**src/rtl/pio_pkg.sv**
```systemverilog
// rtl/pio_pkg.sv - register addresses, edge-type encodings and edge selection helper for key_pio_in
package pio_pkg;

    localparam logic [1:0] PIO_ADDR_DATA    = 2'd0;
    localparam logic [1:0] PIO_ADDR_IRQMASK = 2'd2;
    localparam logic [1:0] PIO_ADDR_EDGECAP = 2'd3;

    typedef enum logic [1:0] {
        EDGE_RISE = 2'd0,
        EDGE_FALL = 2'd1,
        EDGE_ANY  = 2'd2
    } edge_type_e;

    // Per-bit qualifying edges between the previous and next conditioned level.
    function automatic logic [31:0] edge_sel(input logic [31:0] prev,
                                             input logic [31:0] nxt,
                                             input int          edge_type);
        logic [31:0] res;
        res = '0;
        if (edge_type == int'(EDGE_RISE)) begin
            res = ~prev & nxt;
        end else if (edge_type == int'(EDGE_FALL)) begin
            res = prev & ~nxt;
        end else begin
            res = prev ^ nxt;
        end
        return res;
    endfunction

endpackage

```
**src/rtl/pio_debounce.sv**
```systemverilog
// rtl/pio_debounce.sv - one-bit debouncer: level follows input after DEBOUNCE_CYCLES stable differing cycles
module pio_debounce #(
    parameter int DEBOUNCE_CYCLES = 50000
) (
    input  logic clk,
    input  logic reset_n,
    input  logic din,
    output logic level,
    output logic level_next
);
    import pio_pkg::*;

    localparam int CW = $clog2(DEBOUNCE_CYCLES + 1);

    logic          lvl_q, lvl_d;
    logic [CW-1:0] cnt_q, cnt_d;

    // Count consecutive cycles of disagreement; any agreement restarts the count.
    always_comb begin
        lvl_d = lvl_q;
        cnt_d = '0;
        if (din != lvl_q) begin
            if (cnt_q == CW'(DEBOUNCE_CYCLES)) begin
                lvl_d = din;
                cnt_d = '0;
            end else begin
                cnt_d = cnt_q + 1'b1;
            end
        end
    end

    // Level and counter state.
    always_ff @(posedge clk) begin
        if (!reset_n) begin
            lvl_q <= 1'b0;
            cnt_q <= '0;
        end else begin
            lvl_q <= lvl_d;
            cnt_q <= cnt_d;
        end
    end

    assign level      = lvl_q;
    assign level_next = lvl_d;

endmodule

```
**src/rtl/key_pio_in.sv**
```systemverilog
// rtl/key_pio_in.sv - Avalon-MM input PIO with edge capture and IRQ; optional debounce under KEY_PIO_DEBOUNCE_EN
module key_pio_in #(
    parameter int WIDTH           = 4,
    parameter int EDGE_TYPE       = 1,
    parameter int DEBOUNCE_CYCLES = 50000
) (
    input  logic             clk,
    input  logic             reset_n,
    input  logic [1:0]       address,
    input  logic             chipselect,
    input  logic             write_n,
    input  logic [WIDTH-1:0] writedata,
    output logic [WIDTH-1:0] readdata,
    input  logic [WIDTH-1:0] in_port,
    output logic             irq
);
    import pio_pkg::*;

    logic [WIDTH-1:0] sync1_q, sync1_d;
    logic [WIDTH-1:0] sync2_q, sync2_d;
    logic [WIDTH-1:0] mask_q, mask_d;
    logic [WIDTH-1:0] ecap_q, ecap_d;
    logic [WIDTH-1:0] rdata_q, rdata_d;
    logic [WIDTH-1:0] cur_lvl;
    logic [WIDTH-1:0] nxt_lvl;
    logic [WIDTH-1:0] edges;
    logic [WIDTH-1:0] clr;
    logic             wr_en;

`ifdef KEY_PIO_DEBOUNCE_EN
    // Each bit is conditioned by its own debouncer holding the level register.
    for (genvar i = 0; i < WIDTH; i++) begin : g_db
        pio_debounce #(
            .DEBOUNCE_CYCLES(DEBOUNCE_CYCLES)
        ) u_db (
            .clk        (clk),
            .reset_n    (reset_n),
            .din        (sync2_q[i]),
            .level      (cur_lvl[i]),
            .level_next (nxt_lvl[i])
        );
    end
`else
    logic [WIDTH-1:0] lvl_q;

    // Without debounce the level simply trails the synchroniser by one cycle.
    always_ff @(posedge clk) begin
        if (!reset_n) begin
            lvl_q <= '0;
        end else begin
            lvl_q <= sync2_q;
        end
    end

    assign cur_lvl = lvl_q;
    assign nxt_lvl = sync2_q;
`endif

    assign wr_en = chipselect && !write_n;
    assign edges = WIDTH'(edge_sel(32'(cur_lvl), 32'(nxt_lvl), EDGE_TYPE));
    assign clr   = (wr_en && address == PIO_ADDR_EDGECAP) ? writedata : '0;

    // Next-state for synchroniser, mask, edge capture (set beats clear) and read mux.
    always_comb begin
        sync1_d = in_port;
        sync2_d = sync1_q;
        mask_d  = (wr_en && address == PIO_ADDR_IRQMASK) ? writedata : mask_q;
        ecap_d  = (ecap_q & ~clr) | edges;
        case (address)
            PIO_ADDR_DATA:    rdata_d = cur_lvl;
            PIO_ADDR_IRQMASK: rdata_d = mask_q;
            PIO_ADDR_EDGECAP: rdata_d = ecap_q;
            default:          rdata_d = '0;
        endcase
    end

    // Register state; everything, including pending captures, clears on reset.
    always_ff @(posedge clk) begin
        if (!reset_n) begin
            sync1_q <= '0;
            sync2_q <= '0;
            mask_q  <= '0;
            ecap_q  <= '0;
            rdata_q <= '0;
        end else begin
            sync1_q <= sync1_d;
            sync2_q <= sync2_d;
            mask_q  <= mask_d;
            ecap_q  <= ecap_d;
            rdata_q <= rdata_d;
        end
    end

    assign readdata = rdata_q;
    assign irq      = |(ecap_q & mask_q);

endmodule

```
**config.mk**
```make
export PLATFORM = sky130hd
export DESIGN_NAME = key_pio_in
export DESIGN_NICKNAME = d
export VERILOG_FILES = /design/src/rtl/pio_pkg.sv /design/src/rtl/pio_debounce.sv /design/src/rtl/key_pio_in.sv
export SDC_FILE = /design/constraint.sdc
export NUM_CORES = 1
export LEC_CHECK = 0
export ABC_AREA = 1
export CELL_PAD_IN_SITES_DETAIL_PLACEMENT = 0
export CELL_PAD_IN_SITES_GLOBAL_PLACEMENT = 1
export CORE_MARGIN = 2
export CORE_UTILIZATION = 34
export CTS_CLUSTER_SIZE = 28
export DETAILED_ROUTE_END_ITERATION = 8
export PLACE_DENSITY = 0.74
export SLEW_MARGIN = 20
export SYNTH_ARGS = -nofsm -noshare
export SYNTH_HDL_FRONTEND = slang
export SYNTH_SLANG_ARGS = --single-unit
```
**constraint.sdc**
```tcl
create_clock -name clk -period 0.8 [get_ports clk]
set_clock_uncertainty 0.05 [all_clocks]
set_input_delay 0.12 -clock clk [delete_from_list [all_inputs] [get_ports clk]]
set_output_delay 0.12 -clock clk [all_outputs]
set_load 0.01 [all_outputs]
```
Yosys cells after proc, flatten, opt, wreduce, memory -nomap -nowiden
Index checks and enable logic that the tools add are counted. W data, S select, Z words.

Output and inout port bits: 5. Input bits: 14. Logic and storage cells: 22. Bits in registers: 24.

Bitwise operators: 6. Mux-type cells: 2. Reduce and logical (&&, ||, !) cells: 6. Equality and inequality tests: 2.

Operator list (count): $and A4 B4 Y4 (3); $pmux W4 S3 (1); $not A4 Y4 (2); $eq A2 B2 Y1 const B (2); $mux W4 (1); $or A4 B4 Y4 (1); $reduce_or A4 Y1 (1); $logic_and A1 B1 Y1 (3); $logic_not A2 Y1 (1); $logic_not A1 Y1 (1).

Depth between registers and ports, before layout
Gate-level depths: netlist of run 1.

Depth in word-level cells: 7. Depth in mapped cells: 7. Gate-level depth less buffers: 7.

Worst setup path after synthesis of run 1
No wires, ideal clock.

Kind: input port to flip-flop. Start: in chipselect. End: reg mask_q[0]. Setup time: 113 ps. Slack: 111 ps. Data arrival time: 526 ps. Required time: 637 ps. Path buffers: 0. Stages on the path: 5. Cell sequence: inv_1 nor2_4 nand2_4 o21ai_1 nor2_1.

Word-level cells in the longest chain between the ends: 2.

Ends and longest elaborated chain: start: declaration (RTL line key_pio_in.sv:10) `input logic chipselect,`; $logic_and A1 B1 Y1 (RTL line key_pio_in.sv:59) `assign wr_en = chipselect && !write_n;`; $logic_and A1 B1 Y1 (RTL line key_pio_in.sv:67) `mask_d = (wr_en && address == PIO_ADDR_IRQMASK) ? writedata : mask_q;`; end signal: assignment (RTL line key_pio_in.sv:88) `mask_q <= mask_d;`; end: declaration (RTL line key_pio_in.sv:21) `logic [WIDTH-1:0] mask_q, mask_d;`.

No other way between the ends. A chain may end at the register's enable or synchronous reset.

Worst setup path in the final report of run 1
Start: reg mask_q[0]. End: out irq.

Word-level cells in the longest chain between the ends: 2.

Ends and longest elaborated chain: $and A4 B4 Y4 (RTL line key_pio_in.sv:95) `assign irq = |(ecap_q & mask_q);`; $reduce_or A4 Y1 (RTL line key_pio_in.sv:95); end: declaration (RTL line key_pio_in.sv:15) `output logic irq`.

No other way between the ends.

==> metrics.md, run 1 <==
| Metric | Value |
|---|---|
| Met2 usage | ~22% |
| Worst-Margin Slew | approximately 0.2 ns |
| Fin. Hold Viols | 0 |
| Max-slew headroom | 87.0% |
| Initial DRC Count | 17 |
| M3 GR Usage | 3.23% |
| PwrDens | 1560 nW/µm² |
| Total grt overflow | 0 |
| Die X | ~55 µm |
| Max-slew violation count | 0 |
| WHS | 0.140 ns |
| Compound-Gate Fraction of Synth Area | 4.49% |
| Yosys warns | 0 |
| # rows | 18 |
| RSZ-0062 raised after global routing | yes |
| Clock Tree Root | clkbuf_4 |
| TNS Setup | -0.843 ns |
| Post-synthesis mux area share | 0% |
| Die area | about 3000 µm² |
| Maximum clock path buffer count | 2 |
| R2r setup slk | -0.04 ns |
| Dpl hpwl | roughly 1300 µm |
| CTS tree | done |
| Reg2reg start | mask_q[3] |
| Post-Synth Simple-Gate Area | between 20% and 30% |
| Area of the core | ~2500 µm² |
| CTS clk-pin slew, worst paths | 0.11 ns |
| Met1 GRT Util | 17.7% |
| Delay-heaviest family, CP | flip-flops |
| Final worst path period need | 1.13 ns |
| Register area | 490 µm² |
| Final antenna-violating net count | 0 |
| Buf/Inv on CP | 1 |
| DRC Markers | 0 |
| Top cells by area, synth | dfxtp_1 54%, nand2_1 18%, inv_1 9.7% |
| Startpoint Class | flip-flop |
| Die Ht | about 55 µm |
| Worst-Skew Late Latency | ~0.3 ns |
| DP Worst Slack | -0.449 ns |
| Critical path peak fanout | 2 |
| Syn-to-layout area delta | 43.3% |
| DP Area | around 1200 µm² |
| Pin count of the biggest net entering global routing | 13 |
| CP Data Arrival Time | 0.96 ns |
| Routability Congestion | ~0.70 |
| Average cell area after synthesis | around 7.3 µm² |
| Min-delay src | reset_n |
| Fillers | 262 |
| Final setup violation count | 8 |
| Hold Path Stages | 3 |
| Fraction of synthesized cell area in xor and xnor cells | 0% |
| Worst Reg-to-Reg Cells | 5 |
| CTS buffer count | 3 |
| Routed WL | 1840 µm |
| Most Used Layer, Global Route | met2 |
| CTS sink count | 24 |
| Delay of the slowest critical-path stage | 0.35 ns |
| Layout cell share with drive strength beyond 1 | 31.4% |
| Synth unique cells | 13 |
| # diodes | 0 |
| Via count | about 800 |
| R2R Path End | readdata[3] |
| IO Pins | 19 |
| FMAX | a little under 900 MHz |
| Status | finished with violations |
| Buffers on Ports | 18 |
| Final WS setup | -0.331 ns |
| Leading area contributor after synthesis | dfxtp_1 |
| Fin area | between 1000 and 1500 µm² |
| CP Cell Sequence | nand2_1, nand4_1, buf_2 |
| Crit-path slowest cell | dfxtp_2 |
| Synthesized Nets | between 100 and 150 |
| Top-area cell type share of the netlist area | between 50% and 60% |
| Hold endpoint | ecap_q[2] |
| Post-Syn Area | between 800 and 900 µm² |
| First-pass GRT wire length | roughly 3000 µm |
| Vias in the first global route | between 700 and 800 |
| Initial antenna violation count | 0 |
| Post-synthesis sequential area ratio | between 50% and 60% |
| Final nets | between 150 and 200 |
| Post-Synth Adder-Cell Area | 0% |
| Vias/cell | 4.37 |
| Total chip power | 1.99 mW |
| Failing checks | setup timing |
| Worst hold path class | input port to flip-flop |
| Synthesized netlist cell count | approximately 120 |
| H-Tree Depth | 1 |
| Synth Register Bits | 24 |
| Max cap viols | 0 |
| Fin crit share | 141% |
| Avg WL per Cell | between 10 and 15 µm |
| DR pass1 iterations | 4 |
| Critical Path RT | 0.63 ns |
| Gr usage total | a little over an eighth |
| Kind of end point of the critical path | output pin |
| Multi-input gate area | between 300 and 400 µm² |
| Static Leakage | approximately 0.73 nW |
| CP Class | flip-flop to output pin |
| Peak supply drop | 0.00112 V |
| Starting Density | about 36% |
| Largest family of logic cells by synthesized area | simple AND/OR/NAND/NOR gates |
## worst max-delay path by stage
stage | start | endpoint | slack [ns] | cells after the start
6_report | mask_q[0] | irq | -0.33 | 3
5_1_grt | ecap_q[0] | irq | -0.37 | 3
4_1_cts | ecap_q[3] | irq | -0.32 | 3
3_5_place_dp | address[0] | mask_q[1] | -0.45 | 8
3_3_place_gp | address[1] | mask_q[0] | -0.43 | 6
2_1_floorplan | chipselect | mask_q[0] | 0.11 | 5
## per-layer routing
layer  vias to the layer above  routed length (µm)
met4                         0                   0
met5                         -                   0
met1                       351                 827
li1                        421                   -
met3                         0                 121
met2                        27                 896
## cells in the final DEF (no fill, tap or decap), drive strengths merged
cell type	netlist	layout
buf	2	17
a21oi	4	4
nand4	1	1
clkbuf	0	3
dfxtp	24	24
dlymetal6s2s	0	1
dlygate4sd2	0	4
nand2	43	43
clkdlybuf4s50	0	8
nand3	8	8
inv	26	26
o21ai	4	4
nor2	10	10
## registers in the layout (all words and copies together) (netlist names)
| register | cells |
|---|---|
| cur_lvl | 4 |
| mask_q | 4 |
| sync1_q | 4 |
| ecap_q | 4 |
| readdata | 4 |
| nxt_lvl | 4 |
## cells by family (layout without fill, tap and decap cells)
group                  Yosys count  in the layout
buffers and inverters           28             59
AO/OA/AOI/OAI                    8              8
AND/OR/NAND/NOR                 62             62
flip-flops                      24             24
## power by group
| part | leakage (nW) | switching (mW) | internal, mW |
|---|---|---|---|
| clock network | 0.0138 | 0.315 | 0.175 |
| registers | 0.200 | 0.0185 | 1.24 |
| logic | 0.513 | 0.119 | 0.125 |
| total | 0.727 | 0.452 | 1.54 |
## timing repair
action	CTS	global route
gates resized for setup	42	16
setup buffers	1	1
endpoints found under the hold margin	0	0
pin swaps	7	4
setup endpoints to repair	17	13
hold buffers	0	0
## worst min-delay path, stage by stage
cell	delay, ns
dlymetal6s2s_1	0.16
inv_1	0.13
a21oi_1	0.05
## through the flow
stage / std cells / utilization [%]
finish: 183 / 51.5
global route: 183 / 51.5
CTS: 183 / 49.4
detailed placement: 179 / 47.7
global placement: 179 / 47.7
floorplan: 122 / -
## final cells by class
cell class / instances / area share, %
Clock buffer: 3 / 1.76
Timing Repair Buffer: 30 / 20.7
Tap cell: 30 / 2.94
Multi-Input combinational cell: 70 / 28.1
Inverter: 26 / 8.04
Sequential cell: 24 / 38.4
## synth_stat cells
cell type	count
a21oi_1	4
buf_2	2
dfxtp_1	24
inv_1	23
inv_2	2
inv_4	1
nand2_1	42
nand2_4	1
nand3_1	8
nand4_1	1
nor2_1	9
nor2_4	1
o21ai_1	4
(Power assumes the default switching activity.)
==> run 2, diff against run 1 <==
==> constraint.sdc (replaced) <==
create_clock -name clk -period 1.1 [get_ports clk]
set_clock_uncertainty 0.05 [all_clocks]
set_input_delay 0.165 -clock clk [delete_from_list [all_inputs] [get_ports clk]]
set_output_delay 0.165 -clock clk [all_outputs]
set_load 0.01 [all_outputs]
==> metrics.md, run 2 (synthesized netlist as in run 1, its figures left out) <==
| Metric | Value |
|---|---|
| Status | finished with violations |
| Failing checks | setup timing |
| Vias in the first global route | between 700 and 800 |
| Static Leakage | roughly 0.64 nW |
| First-pass GRT wire length | 2860 µm |
| # rows | 18 |
| Area of the core | ~2500 µm² |
| Delay-heaviest family, CP | flip-flops |
| Critical path peak fanout | 2 |
| FMAX | 873 MHz |
| Max cap viols | 0 |
| Routed WL | roughly 1700 µm |
| Die Ht | 55.2 µm |
| Syn-to-layout area delta | 33.7% |
| DP Area | 1180 µm² |
| Fin area | about 1200 µm² |
| Layout cell share with drive strength beyond 1 | 18.3% |
| Avg WL per Cell | 9.04 µm |
| Die X | 55.2 µm |
| Final WS setup | -0.0451 ns |
| Startpoint Class | flip-flop |
| CP Class | flip-flop to output pin |
| # diodes | 0 |
| CTS sink count | 24 |
| DR pass1 iterations | 4 |
| Starting Density | approximately 36% |
| DRC Markers | 0 |
| Die area | between 3000 and 4000 µm² |
| Peak supply drop | a little over 0.0008 V |
| Clock Tree Root | clkbuf_4 |
| CTS tree | done |
| Max-slew violation count | 0 |
| Pin count of the biggest net entering global routing | 13 |
| Critical Path RT | roughly 0.88 ns |
| Most frequent cells in the layout | 41 x nand2_1, 23 x inv_1, 22 x dfxtp_1 |
| Vias/cell | about 4.2 |
| CP Cell Sequence | nand2_1, nand4_1, buf_2 |
| Final nets | approximately 170 |
| Fin crit share | 104% |
| Dpl hpwl | between 1000 and 1500 µm |
| Final setup violation count | 1 |
| Via count | 770 |
| Buffers on Ports | 18 |
| Crit-path slowest cell | dfxtp_2 |
| CP Data Arrival Time | roughly 0.93 ns |
| Final antenna-violating net count | 0 |
| Routability Congestion | between 0.6 and 0.7 |
| Fin. Hold Viols | 0 |
| Initial DRC Count | 12 |
| H-Tree Depth | 1 |
| Final worst path period need | 1.15 ns |
| Worst-Margin Slew | approximately 0.17 ns |
| Worst-Skew Late Latency | 0.30 ns |
| Worst hold path class | input port to flip-flop |
| Maximum clock path buffer count | 2 |
| PwrDens | 1200 nW/µm² |
| Kind of end point of the critical path | output pin |
| IO Pins | 19 |
| CTS buffer count | 3 |
| Most common cell after layout, fill and taps aside | nand2_1 |
| RSZ-0062 raised after global routing | yes |
| CTS clk-pin slew, worst paths | roughly 0.11 ns |
| TNS Setup | -0.0451 ns |
| Max-slew headroom | about nine tenths |
| Buf/Inv on CP | 1 |
| Gr usage total | between 10% and 20% |
| Hold_buf cts | 0 |
| Delay of the slowest critical-path stage | about 0.34 ns |
| Fillers | ~270 |
| Initial antenna violation count | 0 |
| Total grt overflow | 0 |
run 2: cell types whose count changed in the layout (fill, tap and decap cells not counted), moves of 4 or more:
cell / previous run / this run
dfxtp_1: 16 / 22
buf_6: 5 / 0
clkbuf_2: 0 / 4
clkdlybuf4s50_1: 8 / 13
dfxtp_2: 8 / 2
nand2_1: 35 / 41
dlygate4sd2_1: 4 / 0
buf_4: 8 / 12
run 2: area by class of cell:
cell class,instances,area (µm²),area share (%)
sequential,24,483,40.5
multi-input combinational,70,303,25.4
clock buffer,3,22.5,1.89
tap,30,37.5,3.15
inverter,26,100,8.40
timing repair buffer,30,245,20.6
run 2: power breakdown:
group / total (mW) / leakage [nW] / internal [mW] / switching, mW
logic: 0.162 / 0.428 / 0.0882 / 0.0741
registers: 0.912 / 0.197 / 0.900 / 0.0120
clock network: 0.356 / 0.0138 / 0.128 / 0.228
run 2: routing by layer:
layer	routed length, µm	part of all wire, %	global-route usage [%]
met3	80	4.8	3.23
met4	0	0	4.88
met5	0	0	0
met2	739	45	22.0
met1	834	50	16.7
run 2: final timing paths:
kind	startpoint	to	slack, ns	cells after the start
setup / recovery	ecap_q[3]	irq	-0.05	3
hold / removal	in_port[1]	sync1_q[1]	0.33	3
setup reg to reg	ecap_q[3]	readdata[3]	0.27	5
hold reg to reg	sync1_q[2]	nxt_lvl[2]	0.37	2
run 2: through the flow:
step	std cells	hold slack, ns	power, mW	setup slack (ns)	util [%]
floorplan	122	0.213	0.999	0.366	-
global placement	179	0.343	1.09	-0.178	47.7
detailed placement	179	0.353	1.09	-0.194	47.7
CTS	183	0.314	1.45	-0.0658	48.9
global route	183	0.326	1.51	-0.118	48.1
finish	183	0.328	1.43	-0.0451	48.1
run 2: repair_timing:
action,in CTS,in global routing
endpoints found under the setup margin,5,5
setup buffers,1,0
gates resized for setup,15,4
cloned,0,0
pin swaps,2,0
run 2: worst register-to-register path, stage by stage, from the launching register on:
cell and delay [ns]:
dfxtp_2 0.34, buf_4 0.12, nand2_1 0.06, nand3_1 0.08
nand2_1 0.06, inv_1 0.03
==> run 3, diff against run 2 <==
--- a/config.mk
+++ b/config.mk
@@ -5,14 +5,14 @@
 export SDC_FILE = /design/constraint.sdc
 export NUM_CORES = 1
 export LEC_CHECK = 0
-export ABC_AREA = 1
 export CELL_PAD_IN_SITES_DETAIL_PLACEMENT = 0
 export CELL_PAD_IN_SITES_GLOBAL_PLACEMENT = 1
 export CORE_MARGIN = 2
-export CORE_UTILIZATION = 34
+export CORE_UTILIZATION = 37
 export CTS_CLUSTER_SIZE = 28
 export DETAILED_ROUTE_END_ITERATION = 8
-export PLACE_DENSITY = 0.74
+export HOLD_SLACK_MARGIN = 0.02
+export PLACE_DENSITY = 0.75
 export SLEW_MARGIN = 20
 export SYNTH_ARGS = -nofsm -noshare
 export SYNTH_HDL_FRONTEND = slang
==> metrics.md, run 3 <==
| Metric | Value |
|---|---|
| Worst-Margin Slew | ~0.27 ns |
| Hold endpoint | sync1_q[1] |
| Most frequent cell after synthesis | dfxtp_1 |
| DR pass1 iterations | 4 |
| Clock Tree Root | clkbuf_4 |
| Vias/cell | approximately 4.7 |
| Gr usage total | ~13% |
| PwrDens | approximately 1200 nW/µm² |
| Yosys warns | 0 |
| # diodes | 0 |
| Synth Register Bits | 24 |
| Average cell area after synthesis | just over 10 µm² |
| Top-area cell type share of the netlist area | between 50% and 60% |
| Total chip power | between 1 and 1.5 mW |
| Most frequent cells in the layout | 22 x dfxtp_1, 17 x buf_4, 13 x clkdlybuf4s50_1 |
| Peak supply drop | about 0.0009 V |
| Fin area | 1200 µm² |
| Routability Congestion | about 0.86 |
| Final WS setup | -0.138 ns |
| Predominant post-synthesis flop cell | dfxtp_1 |
| Initial antenna violation count | 0 |
| DP Worst Slack | -0.284 ns |
| Static Leakage | 0.522 nW |
| Post-synthesis sequential area ratio | a little over half |
| IO Pins | 19 |
| Post-synth EDFFs | 0 |
| Critical Path RT | 0.88 ns |
| Reg2reg start | ecap_q[0] |
| Syn-to-layout area delta | 35.2% |
| Synthesized Nets | just over 100 |
| Avg WL per Cell | around 11 µm |
| Starting Density | roughly two fifths |
| Hold_buf cts | 0 |
| Maximum clock path buffer count | 2 |
| Via count | 684 |
| First-pass GRT wire length | 2740 µm |
| DP Area | roughly 1200 µm² |
| Final worst path period need | 1.24 ns |
| R2r setup slk | between 0.2 and 0.25 ns |
| CTS tree | done |
| Top cells by area, synth | dfxtp_1 54%, and2_1 8.4%, mux2i_1 4.5% |
| Worst hold path class | input port to flip-flop |
| Combinational fraction of design power | a little under an eighth |
| H-Tree Depth | 1 |
| Sequential power share | 63.7% |
| # rows | 17 |
| Fraction of registers with async set/reset | 0% |
| WHS | between 0.3 and 0.4 ns |
| CP Data Arrival Time | around 1.0 ns |
| Min-delay src | in_port[1] |
| Pin count of the biggest net entering global routing | 13 |
| Fin. Hold Viols | 0 |
| DRC Markers | 0 |
| Placed cell count | about 140 |
| Clock share of power | about 25% |
| Fin cells | around 150 |
| Dpl hpwl | 1250 µm |
| Die X | ~53 µm |
| Post-Syn Area | between 800 and 900 µm² |
| TNS Setup | -0.138 ns |
| Synth top cells by count | 24 x dfxtp_1, 12 x and2_1, 5 x nand2_1, 5 x nor2b_1 |
| RSZ-0062 raised after global routing | yes |
| Startpoint Class | flip-flop |
| Max-slew headroom | between 80% and 90% |
| Final antenna-violating net count | 0 |
| Critical path peak fanout | 2 |
| CP Class | flip-flop to output pin |
| FMAX | around 810 MHz |
| Vias in the first global route | about 660 |
| Die area | 2810 µm² |
| CTS sink count | 24 |
| Buffers on Ports | 18 |
| Most common cell after layout, fill and taps aside | dfxtp_1 |
| CTS buffer count | 3 |
| Layout cell share with drive strength beyond 1 | approximately a quarter |
| Fin crit share | 113% |
| Max cap viols | 0 |
| Worst-Skew Late Latency | about 0.30 ns |
| Status | finished with violations |
| Failing checks | setup timing |
| Final setup violation count | 1 |
| Initial DRC Count | 5 |
| Switching Power | a little over 0.3 mW |
| Die Ht | roughly 53 µm |
| Switching part of the total | a little over a fifth |
| Kind of end point of the critical path | output pin |
| Worst Reg-to-Reg Cells | 3 |
| Area of the core | ~2200 µm² |
| Synthesized netlist cell count | 87 |
| Hold Path Stages | 2 |
| CTS clk-pin slew, worst paths | approximately 0.12 ns |
| Fin util | about 54% |
| Max-slew violation count | 0 |
| Routed WL | 1590 µm |
| Leading area contributor after synthesis | dfxtp_1 |
| Total grt overflow | 0 |
| Synth unique cells | 20 |
| Post-CTS setup repair buffer count | 0 |
| R2R Path End | ecap_q[0] |
| Int Pwr | ~1.1 mW |
| Final nets | around 140 |
run 3: area by class of cell:
class	count	area, µm²
fill	209	1030
sequential	24	483
multi-input combinational	57	379
timing repair buffer	35	283
tap	28	35.0
clock buffer	3	22.5
run 3: what timing repair did:
| action | in CTS | in global routing |
|---|---|---|
| endpoints found under the setup margin | 5 | 5 |
| endpoints found under the hold margin | 0 | 0 |
| gates resized for setup | 14 | 6 |
| pin swaps | 2 | 1 |
run 3: worst max path at each step:
stage | from | end | slack, ns | cells after the start
2_1_floorplan | address[1] | ecap_q[1] | 0.15 | 4
3_3_place_gp | address[0] | ecap_q[3] | -0.27 | 4
3_5_place_dp | address[0] | readdata[1] | -0.28 | 5
4_1_cts | mask_q[0] | irq | -0.16 | 3
5_1_grt | ecap_q[3] | irq | -0.21 | 3
6_report | mask_q[0] | irq | -0.14 | 3
run 3: kinds of logic (layout without fill, tap and decap cells):
family | after synthesis | after routing | share of synthesized area (%)
compound gates | 22 | 22 | 15.2
flops | 24 | 24 | 54.0
buf+inv | 6 | 38 | 4.50
simple gates | 31 | 31 | 21.8
mux | 4 | 4 | 4.50
run 3: critical path, cell delays in order (launching register included):
cell     delay (ns)
dfxtp_2        0.34
a22oi_2        0.17
nand2_1        0.08
buf_2          0.14
run 3: metal layers:
layer	track usage, %	share of wire (%)	up-vias
li1	-	-	359
met1	16.4	47	309
met2	22.5	47	14
met3	3.39	5.0	2
met4	5.56	0.75	0
met5	0	0	-
run 3: power groups by stage:
stage | sequential (mW) | combinational [mW] | clock, mW
after floorplan | 0.934 | 0.0688 | 0
after global placement | 0.932 | 0.168 | 0
after detailed placement | 0.933 | 0.170 | 0
after CTS | 0.914 | 0.167 | 0.375
after global routing | 0.918 | 0.180 | 0.420
final | 0.914 | 0.162 | 0.358
==> variant 1: new RTL, settings of run 2 <==
The parameter `WIDTH` goes from 4 to 6.
--- a/src/rtl/key_pio_in.sv
+++ b/src/rtl/key_pio_in.sv
@@ -1,5 +1,5 @@
 // rtl/key_pio_in.sv - Avalon-MM input PIO with edge capture and IRQ; optional debounce under KEY_PIO_DEBOUNCE_EN
 module key_pio_in #(
-    parameter int WIDTH           = 4,
+    parameter int WIDTH           = 6,
     parameter int EDGE_TYPE       = 1,
     parameter int DEBOUNCE_CYCLES = 50000
Interface: changed (resized in_port, readdata and writedata); port bits go from 19 to 25. No check against the original RTL was run, so the function may have changed too.
==> variant 1 against run 2 <==
- the run still ends with setup timing left
- area after synthesis is 49% higher
- wire length is 56% higher
- via count is 45% higher
- final area is 52% higher
- sequential cell count is 12 higher
- final cell count is 48% higher
- utilization is 0.71 points higher
- die area is 45% higher
- total power is 71% higher
- clock power is 140% higher
- worst setup slack worse by 120 ps
- largest power group unchanged
==> variant 1: results (changes against run 2) <==
Logic synthesis
  – Syn Nets: 197 (was 136)
  – Area leader, netlist: dfxtp_1 (unchanged)
  – Synth Warn #: 0 (unchanged)
  – Top cells by count, synth: 62 x nand2_1, 36 x dfxtp_1, 33 x inv_1, 13 x nor2_1, 12 x nand3_1 (was 42 x nand2_1, 24 x dfxtp_1, 23 x inv_1, 9 x nor2_1, 8 x nand3_1)
  – Sequential share of the synthesized area: 54.2% (was 53.9%)
  – Unique cell type count in the Yosys netlist: 14 (was 13)
  – Post-synth ARST share: 0% (unchanged)
  – Syn_area_per_cell: 7.42 um^2 (was 7.30 um^2)
  – Synth area leaders: dfxtp_1 54%, nand2_1 18%, inv_1 9.3%, nand3_1 4.5%, nor2_1 3.7% (was dfxtp_1 54%, nand2_1 18%, inv_1 9.7%, nand3_1 4.5%, nor2_1 3.8%)

Setup path
  – Reg2Reg Depth: 5 (unchanged)
  – Crit path DAT: 1050 ps (was 930 ps)
  – Maximum net fanout on the critical path: 2 (unchanged)

Power and ir drop
  – Pleak: 0.000963 uW (was 0.000639 uW)
  – Max VDD drop: 0.000889 V (was 0.000811 V)

Clocking
  – H-tree Lvls: 2 (was 1)
  – Register clock-pin slew on the reported worst setup and hold paths: 70 ps (was 110 ps)
  – Clk_lat worst skew: 280 ps (was 300 ps)
  – Clk root buf: clkbuf_8 (was clkbuf_4)
  – Total CTS buffers: 5 (was 3)
  – Clk buf depth: 2 (unchanged)

GRT
  – Total track usage: 13.3% (about the same)
  – Initial antenna violation count: 0 (unchanged)
  – First-pass GRT wire length: 4330 um (was 2860 um)
  – Number of global-route vias before repair: 1027 (was 713)
  – Largest net degree at the start of global routing: 15 (was 13)

Timing
  – Setup_tns: -169 ps (was -45.1 ps)
  – Worst slew pin tran: 248 ps (was 167 ps)
  – Worst setup margin: -169 ps (was -45.1 ps)
  – # setup viols final: 1 (unchanged)

Route
  – DRT iter0 DRCs: 60 (was 12)
  – DR vias/cell: 4.15 (was 4.21)
  – Wire per inst: 9.54 um (was 9.04 um)
  – Vias post-DR: 1120 (was 770)
  – Drt first pass iters: 4 (unchanged)

Placement
  – Placed Area: 1710 um^2 (was 1180 um^2)
  – Placer Congestion: 0.755 (was 0.697)
  – Post-Place Cells: 261 (was 179)
  – Buffers on Ports: 24 (was 18)
  – Placed wire-length estimate: 1920 um (was 1300 um)

Final layout
  – Nets: 240 (was 169)
  – Layout cells sized above 1: 14.9% (was 18.3%)
  – Antenna cells: 0 (unchanged)

Outcome
  – Failing checks: setup timing (unchanged)
  – Status: finished with violations (unchanged)

Hold path
  – Min-delay worst type: in2reg (unchanged)
  – Worst hold path depth: 6 (was 3)
## variant 1: cell types whose count changed after synthesis, moves of 2 or more
cell | before | now
nand2_1 | 42 | 62
nand3_1 | 8 | 12
o21ai_1 | 4 | 6
inv_1 | 23 | 33
nor2_1 | 9 | 13
dfxtp_1 | 24 | 36
a21oi_1 | 4 | 7
## variant 1: final cells by class
class                           instances  area [um^2]
Clock buffer                            6         72.6
Clock inverter                          1         5.00
Timing Repair Buffer                   40          359
Sequential cell                        36          722
Tap cell                               48         60.1
Fill cell                             385         1900
Inverter                               36          140
Multi-Input combinational cell        103          454
## variant 1: cell families after synthesis
family / share of synthesized area (%)
buffers and inverters: 12.3
AO/OA/AOI/OAI: 4.90
AND/OR/NAND/NOR: 28.5
flip-flops: 54.2
## variant 1: final timing paths
| kind | startpoint | endpoint | slack, ps |
|---|---|---|---|
| worst max-delay path | ecap_q[3] | irq | -170 |
| worst min register to register | sync1_q[5] | nxt_lvl[5] | 360 |
| worst min-delay path | address[0] | readdata[2] | 330 |
| worst max register to register | mask_q[1] | readdata[1] | 280 |
## variant 1: timing repair
| item | CTS | global route |
|---|---|---|
| resized for setup | 12 | 11 |
| pin swaps | 0 | 3 |
| setup endpoints to repair | 7 | 19 |
| buffers inserted | 0 | 2 |
## variant 1: metal layers
metal	global-route usage [%]	vias up	wire (um)	part of all wire, %
met4	7.65	0	59	2.3
met3	4.56	5	161	6.3
met5	0	-	0	0
met1	15.4	475	1230	48
li1	-	613	-	-
met2	21.1	27	1120	44
## variant 1: critical path, stage by stage (launching register included)
cell,delay (ps)
dfxtp_1,320
nand2_1,60
nand2_1,60
a21oi_2,100
nand4_1,80
buf_2,150
## variant 1: power breakdown
part	total, uW	switching, uW	internal [uW]	leakage, uW
clock	844	415	430	0.0000410
combinational	231	109	121	0.000628
sequential	1370	19.2	1350	0.000295
total	2440	543	1900	0.000963
## variant 1: through the flow
step                      hold WS, ps  worst slack [ps]
after detailed placement          345              -289
after global placement            344              -269
final                             325              -169
after global routing              361              -229
after CTS                         347              -192
after floorplan                   213               250
==> variant 2: new RTL, flow settings as in run 2 <==
Made on the original files. Register the output `irq`, with the module's reset; this adds one clock of latency there. The other outputs are not delayed to match.
--- a/src/rtl/key_pio_in.sv
+++ b/src/rtl/key_pio_in.sv
@@ -93,5 +93,11 @@
 
     assign readdata = rdata_q;
-    assign irq      = |(ecap_q & mask_q);
+    always_ff @(posedge clk) begin
+        if (!reset_n) begin
+            irq <= '0;
+        end else begin
+            irq <= |(ecap_q & mask_q);
+        end
+    end
 
 endmodule
Formal check against the unedited RTL: not equivalent (Yosys sat finds a counterexample within 10 cycles, from zero or initial values and one cycle with reset_n low).
==> variant 2 against run 2 <==
- utilization down 2.4 points
- total power up 4.3%
- critical path depth up 3
- area after synthesis up 3.4%
- wire length down 1.6%
- worst setup slack better by 130 ps
- sequential cell count up 1
- final area down 3.3%
- critical path type is now in2reg
==> variant 2: results (changes against run 2) <==
Placement
  – Placer Congestion: 0.721 (was 0.697)
  – Post-Place Cells: 173 (was 179)

Power and ir drop
  – Sw Ratio: 22.7% (was 22.0%)
  – Sequential power: 950 uW (was 912 uW)
  – Internal: 1150 uW (was 1120 uW)
  – Clk pwr share: 26.7% (was 24.9%)
  – Max VDD drop: 0.000843 V (was 0.000811 V)
  – Pleak: 0.000595 uW (was 0.000639 uW)

Final layout
  – Fill count: 282 (was 269)
  – Nets: 162 (was 169)
  – Layout cells sized above 1: 11.6% (was 18.3%)

Setup path
  – Crit path DAT: 1180 ps (was 930 ps)
  – Reg2Reg Depth: 4 (was 5)
  – CP startpoint: address[1] (was ecap_q[3])
  – RR Endpoint: irq (was readdata[3])
  – Reg2reg setup slack: 320 ps (was 270 ps)
  – Worst R2R Start: mask_q[0] (was ecap_q[3])
  – CP Capture Point: mask_q[0] (was irq)

GRT
  – Met2 Use GR: 19.3% (was 22.0%)
  – Met3 Use GR: 3.72% (was 3.23%)
  – Total track usage: 11.9% (was 13.3%)
  – Number of global-route vias before repair: 707 (was 713)

Route
  – DRT iter0 DRCs: 15 (was 12)
  – DR vias/cell: 4.21 (about the same)
  – Met1 Wirelength: 782 um (was 834 um)
  – Uppermost layer routed: met4 (was met3)
  – DR WL met3: 94 um (was 80 um)
  – Met2 routed WL: 741 um (was 739 um)
  – Routed Wire Length: 1630 um (was 1650 um)
  – Drt first pass iters: 5 (was 4)

Clocking
  – Clk root buf: clkbuf_4 (unchanged)
  – PostCTS Resize Cnt: 12 (was 15)
  – Post-CTS Setup Inserts: 0 (was 1)

Outcome
  – Status: finished clean (was finished with violations)

Logic synthesis
  – Sequential share of the synthesized area: 54.3% (was 53.9%)
  – Synth area leaders: dfxtp_1 54%, nand2_1 17%, inv_1 9.4%, nand3_1 4.3%, nor2_1 3.7% (was dfxtp_1 54%, nand2_1 18%, inv_1 9.7%, nand3_1 4.5%, nor2_1 3.8%)
  – Syn Nets: 138 (was 136)
  – Unique cell type count in the Yosys netlist: 14 (was 13)

Hold path
  – Worst min-delay path endpoint: sync1_q[2] (was sync1_q[1])
  – Min-delay src: in_port[2] (was in_port[1])
variant 2: changes by cell type in the layout (fill, tap and decap cells not counted), moves of 2 or more:
| cell | delta |
|---|---|
| dfxtp_1 | +3 |
| dfxtp_2 | -2 |
| o21ai_1 | -3 |
| o21ai_0 | +3 |
| buf_4 | -9 |
variant 2: cells by family (layout without fill, tap and decap cells):
logic type,after synthesis,in the layout,share of synthesized area [%]
buf+inv,28,51,11.8
compound gates,9,9,5.03
simple gates,62,62,28.8
flops,25,25,54.3
variant 2: area by class of cell:
type | instances | area (um^2) | share of cell area (%)
Sequential cell | 25 | 500 | 43.4
Multi-Input combinational cell | 71 | 312 | 27.0
Timing Repair Buffer | 21 | 178 | 15.4
Inverter | 26 | 98.8 | 8.58
Tap cell | 30 | 37.5 | 3.26
Clock buffer | 4 | 26.3 | 2.28
variant 2: critical path, stage by stage:
cell	delay, ps
clkdlybuf4s50_1	520
inv_2	60
nor2_4	150
nand2_4	90
o21ai_0	150
nor2_1	50
